File: config.mk
export PLATFORM = sky130hd
export DESIGN_NAME = seq_divider
export DESIGN_NICKNAME = d
export VERILOG_FILES = /design/src/rtl/seq_divider.sv
export SDC_FILE = /design/constraint.sdc
export NUM_CORES = 1
export LEC_CHECK = 0
export CORE_MARGIN = 1.5
export CORE_UTILIZATION = 48
export CTS_CLUSTER_DIAMETER = 150
export DETAILED_ROUTE_END_ITERATION = 7
export HOLD_SLACK_MARGIN = 0.15
export PLACE_DENSITY_LB_ADDON = 0.12
export RECOVER_POWER = 50
export SLEW_MARGIN = 15
export SYNTH_ARGS = -nofsm -noshare
export SYNTH_HDL_FRONTEND = slang
export SYNTH_SLANG_ARGS = --single-unit
File: constraint.sdc
create_clock -name clk_i -period 2.6 [get_ports clk_i]
set_clock_uncertainty 0.2 [all_clocks]
set_input_delay 0.52 -clock clk_i [delete_from_list [all_inputs] [get_ports clk_i]]
set_output_delay 0.52 -clock clk_i [all_outputs]
set_load 0.02 [all_outputs]
File: src/rtl/seq_divider.sv
// Iterative restoring unsigned divider, one quotient bit per cycle; optional DIV_ZERO_FAST_EN shortcut.
// Latency N+1 edges capture-to-done (2 with fast zero path); start_i is ignored while RUN/DONE.
// Backpressure: none -- results hold until the next done_o, new requests are accepted only in IDLE.
module seq_divider #(
    parameter int N = 8
) (
    input  logic         clk_i,
    input  logic         rst_i,
    input  logic         start_i,
    input  logic [N-1:0] dividend_i,
    input  logic [N-1:0] divisor_i,
    output logic         busy_o,
    output logic         done_o,
    output logic [N-1:0] quotient_o,
    output logic [N-1:0] remainder_o,
    output logic         div_by_zero_o
);

    typedef enum logic [1:0] {IDLE, RUN, DONE} state_t;

    localparam int CW = (N > 2) ? $clog2(N) : 1;
    localparam logic [CW-1:0] LAST = CW'(N - 1);

    state_t         state;
    logic [N-1:0]   rem;
    logic [N-1:0]   quo;
    logic [N-1:0]   dvsr;
    logic [CW-1:0]  cnt;
    logic           dz;

    logic [N:0]     rem_sh;
    logic [N:0]     trial;
    logic [N-1:0]   rem_nx;
    logic [N-1:0]   quo_nx;

    // Trial subtraction is one bit wider than the operands, so its MSB is the borrow.
    always_comb begin
        rem_sh = {rem, quo[N-1]};
        trial  = rem_sh - {1'b0, dvsr};
        rem_nx = trial[N] ? rem_sh[N-1:0] : trial[N-1:0];
        quo_nx = {quo[N-2:0], ~trial[N]};
    end

    always_ff @(posedge clk_i or posedge rst_i) begin
        if (rst_i) begin
            state         <= IDLE;
            rem           <= '0;
            quo           <= '0;
            dvsr          <= '0;
            cnt           <= '0;
            dz            <= 1'b0;
            busy_o        <= 1'b0;
            done_o        <= 1'b0;
            quotient_o    <= '0;
            remainder_o   <= '0;
            div_by_zero_o <= 1'b0;
        end else begin
            case (state)
                IDLE: begin
                    done_o <= 1'b0;
                    if (start_i) begin
                        rem  <= '0;
                        quo  <= dividend_i;
                        dvsr <= divisor_i;
                        cnt  <= '0;
                        dz   <= (divisor_i == '0);
`ifdef DIV_ZERO_FAST_EN
                        if (divisor_i == '0) begin
                            state <= DONE;
                        end else begin
                            state  <= RUN;
                            busy_o <= 1'b1;
                        end
`else
                        state  <= RUN;
                        busy_o <= 1'b1;
`endif
                    end
                end
                RUN: begin
                    rem <= rem_nx;
                    quo <= quo_nx;
                    cnt <= cnt + CW'(1);
                    if (cnt == LAST) begin
                        state         <= DONE;
                        busy_o        <= 1'b0;
                        done_o        <= 1'b1;
                        quotient_o    <= quo_nx;
                        remainder_o   <= rem_nx;
                        div_by_zero_o <= dz;
                    end
                end
                DONE: begin
`ifdef DIV_ZERO_FAST_EN
                    // Fast zero entry arrives with done_o low; quo still holds the dividend.
                    if (!done_o) begin
                        done_o        <= 1'b1;
                        quotient_o    <= '1;
                        remainder_o   <= quo;
                        div_by_zero_o <= 1'b1;
                    end else begin
                        done_o <= 1'b0;
                        state  <= IDLE;
                    end
`else
                    done_o <= 1'b0;
                    state  <= IDLE;
`endif
                end
                default: begin
                    state  <= IDLE;
                    busy_o <= 1'b0;
                    done_o <= 1'b0;
                end
            endcase
        end
    end

endmodule

* Yosys cells after proc, flatten, opt, wreduce, memory -nomap -nowiden
Index checks and enable logic that the tools add are counted.
** Cells by class
- $add $sub $neg :: 2
- Eq/ne operators :: 5
- Muxes and demuxes :: 15
- Bitwise gates (word level) :: 2
- Reductions and logical operators :: 8
** Operator list (count)
- 8-bit case mux with 2 select lines :: 2
- 8-bit two-way mux :: 3
- 9-bit by 8-bit subtractor with 9-bit output :: 1
- 8-bit zero test :: 1
- 2-bit AND reduction :: 4
- 3-bit case mux with 2 select lines :: 1
- 1-bit two-way mux :: 4
- 2-bit two-way mux :: 2
- 2-bit inequality test, second input constant :: 2
- 2-bit case mux with 2 select lines :: 1
- 3-bit by 1-bit adder with 3-bit output, second input constant :: 1
- 3-bit equality test, second input constant :: 1
- 3-bit two-way mux :: 1
- 1-bit case mux with 3 select lines :: 1
- 3-bit AND reduction :: 1
- 2-bit by 1-bit equality test with 1-bit output, second input constant :: 1
- 2-bit equality test, second input constant :: 1
- 2-bit zero test :: 1
- 1-bit NOT :: 2
- 2-bit nonzero test :: 1
** Storage, ports and cells
- Flip-flop bits (word level) :: 49
- Output and inout port bits :: 19
- Logic and storage cells :: 43

* Depth between registers and ports, before layout
- Depth after elaboration :: 3
- Gate-level depth with buffers :: 11
- Mapped depth without buffers :: 10

* Worst setup path after synthesis
OpenSTA, ideal clock, no wires.
- Kind :: reg-to-reg
- From :: register quo[7]
- To :: register remainder_o[6]
- Arrival time :: 2.088 ns
- Slack :: 0.179 ns
- Cell stages (with the launch flop) :: 12
- Buffers on the path :: 1
- Clock period less this slack :: 2.421 ns
- Cells stage by stage :: dfrtp_1 > inv_1 > ha_1 > inv_1 > fa_1 > a21o_1 > nand4_1 > a31oi_1 > xnor2_1 > buf_4 > mux2i_1 > o21ai_0
** On the way
- Word-level cells in the longest chain between the ends :: 2
** Ends and longest elaborated chain
- start: declaration :: line 26 : logic [N-1:0] quo;
- start signal: assignment :: line 63 : quo <= dividend_i;
- start signal: assignment :: line 82 : quo <= quo_nx;
- 9-bit by 8-bit subtractor with 9-bit output :: line 39 : trial = rem_sh - {1'b0, dvsr};
- 8-bit two-way mux :: line 40 : rem_nx = trial[N] ? rem_sh[N-1:0] : trial[N-1:0];
- end signal: assignment :: line 89 : remainder_o <= rem_nx;
- end: declaration :: line 15 : output logic [N-1:0] remainder_o,
No other way between the ends.
A chain may end at the register's enable or synchronous reset.

* Worst setup path after layout
- From :: register quo[7]
- To :: register rem[6]
** On the way
- Word-level cells in the longest chain between the ends :: 3
** Ends and longest elaborated chain
- 9-bit by 8-bit subtractor with 9-bit output :: line 39
- 8-bit two-way mux :: line 40
- 8-bit case mux with 2 select lines :: line 58 : case (state)
- end signal: assignment :: line 81 : rem <= rem_nx;
- end: declaration :: line 25 : logic [N-1:0] rem;
No other way between the ends.

==> run summary <==
CTS Buf Count - 5
placed cell area - 0.002821 mm²
Die H - 72.78 µm
Die Width - 72.78 µm
Final Cycle Share - 0.9631
vias per cell - 5.421
leading area contributor after synthesis - dfrtp_1
H-tree levels - 2
Rows - 25
Rel. slew slack - 0.5119
setup slack at placement - 0.01599 ns
final design utilization - 0.6357
most used cell, CP - inv_2
slowest stage delay, CP - 0.38 ns
Cell Area, Synth - 0.002337 mm²
share of async-settable or async-resettable flops after synthesis - 1.000
Cell variety after synth - 37
predominant post-synthesis flop cell - dfrtp_1
CTS Buffer Depth - 2
Leakage - 1.344 nW
Syn Nets - 263
Fin. Hold Viols - 0
CP Capture Type - flip-flop
routed via count - 1816
status - complete, no violations
first-pass GRT wire length - 8024 µm
fin nets - 310
Crit Path Category - reg -> reg
RSZ-0062 raised after global routing - yes
Worst-Skew Late Latency - 0.30 ns
top cells by area, synth - dfrtp_1, nand2_1, o21ai_0
Diodes inserted - 0
slowest CP cell - dfrtp_1
Slew @ Worst Pin - 0.7314 ns
clock slew at reported path FFs - 0.09 ns
vias in the first global route - 1696
routability cong. - 0.8820
Mapped Cells - 233
Post-route DRC - 0
clock root buffer - clkbuf_8
initial core utilization - 0.4981
Routed Antenna Nets - 0
DRT iter0 DRCs - 132
Ports - 38
post-synthesis register bit count - 49
Syn Area/Cell - 10.03 µm²
WP data arrival - 2.49 ns
PwrDens - 1597 mW/mm²
Post-DP HPWL - 3466 µm
worst-path maximum fanout - 7
fmax - 0.3993 GHz
Sink Count - 49
Area Overhead vs Synth - 27.62%
VDD IR max - 0.5362 mV
drt wl/cell - 14.08 µm
most common cell in the netlist - dfrtp_1
CP required - 2.59 ns
number of port buffers - 37
grt ovf - 0
aggregate global-route resource usage - 0.1994
share of the synthesized area in the top cell type - 0.5246
CTS tree - yes
Synthesis Warnings - 0
antenna violations before repair - 0
Pre-antenna DRT Iters - 4
Max-Cap Viols - 0
min Tclk post-route - 2.504 ns
Final Max Tran Viols - 0
Critical path buffers and inverters - 3
sequential element share of the synthesized area - 0.5246
Worst Hold Class - reg -> reg
CP cell instances - inv_2, ha_4, inv_2, fa_2, a21o_1, nand4_1, a31oi_1, xnor2_1, buf_4, mux2i_2, o21ai_1
final worst slack - 0.09586 ns
largest net degree at the start of global routing - 31
final setup fails - 0
Power, Total - 4.764 mW
EDFF count, synth - 0
synth cell count leaders - dfrtp_1, nand2_1, o21ai_0, inv_1, nor2_1
share of cells above drive strength 1 - 0.1637
CP startpoint kind - flip-flop
Largest delay share family, worst path - adder cells
Die ar. - 0.005297 mm²
Post-Route WL - 4718 µm
Design Area, Final - 0.002983 mm²
placeable core region - 0.004692 mm²
==> metal layers <==
layer / global-route usage / vias to the layer above / part of all wire
li1: - / 899 / -
met1: 0.2950 / 858 / 0.47
met2: 0.2966 / 51 / 0.46
met3: 0.03453 / 8 / 0.051
met4: 0.06918 / 0 / 0.018
met5: 0 / - / 0
==> state kept, by name (all words and copies together), names as in the netlist <==
name           flops
dvsr               8
quo                8
quotient_o         8
rem                8
remainder_o        8
cnt                3
state              2
busy_o             1
div_by_zero_o      1
done_o             1
dz                 1
==> final timing paths <==
kind / startpoint / end / slack (ns) / depth (start not counted)
setup / recovery: quo[7] / rem[6] / 0.1 / 11
hold / removal: dz / dz / 0.29 / 2
setup reg to reg: quo[7] / rem[6] / 0.1 / 11
hold reg to reg: dz / dz / 0.29 / 2
max in group asynchronous: rst_i / remainder_o[0] / 0.46 / 3
min in group asynchronous: rst_i / dvsr[1] / 0.57 / 2
==> stage by stage <==
stage	hold slack, ns	std cells	setup TNS, ns
2_1_floorplan	0.2424	233	0
3_3_place_gp	0.2615	324	0
3_5_place_dp	0.2658	324	0
4_1_cts	0.2897	332	0
5_1_grt	0.3154	335	-0.3180
6_report	0.2855	335	0
==> layout by cell type (no fill, tap or decap), types with 2 or more instances in the layout <==
cell / instances
mux2_2: 9
nand3_1: 12
o21ai_0: 12
nor3_1: 2
inv_1: 13
o21a_1: 3
clkdlybuf4s50_1: 35
xnor2_1: 5
o21ai_2: 2
a31oi_1: 8
o21ai_1: 13
nor4_1: 2
buf_4: 11
a21o_1: 2
nand2_1: 39
ha_1: 9
dlygate4sd3_1: 2
nor2_1: 13
clkbuf_8: 6
inv_2: 2
a21oi_1: 3
mux2i_2: 5
dfrtp_1: 49
==> final cells by class <==
| cell class | instances | area (µm²) |
|---|---|---|
| Fill cell | 403 | 1709 |
| Sequential cell | 49 | 1226 |
| Timing Repair Buffer | 50 | 469.2 |
| Clock buffer | 6 | 82.58 |
| Inverter | 15 | 56.30 |
| Clock inverter | 2 | 13.76 |
| Tap cell | 54 | 67.56 |
| Multi-Input combinational cell | 159 | 1067 |
==> where the power goes <==
part | leakage (nW) | total, mW | internal (mW) | switching (mW)
Combinational | 0.709 | 2.93 | 1.45 | 1.48
Sequential | 0.584 | 1.36 | 1.13 | 0.237
Clock | 0.0512 | 0.472 | 0.216 | 0.256
Total | 1.34 | 4.76 | 2.79 | 1.98
==> worst min-delay path, cell delays in order, from the launching register on <==
cell	delay [ns]
dfrtp_1	0.35
nand2_1	0.05
nand2_1	0.06
==> cell families (layout without fill, tap and decap cells) <==
kind of cell / after synthesis / count (layout) / share of synthesized area
fa+ha+maj: 11 / 11 / 0.06210
mux: 15 / 15 / 0.06906
xor+xnor: 6 / 6 / 0.02248
simple gates: 77 / 77 / 0.1472
flops: 49 / 49 / 0.5246
buf+inv: 25 / 73 / 0.04175
compound gates: 50 / 50 / 0.1328
==> repair_timing <==
item / CTS / global route
gates resized for setup: 0 / 29
hold buffers: 0 / 0
buffers inserted: 0 / 3
endpoints found under the setup margin: 0 / 16
Power figures use the tool's default switching activity.
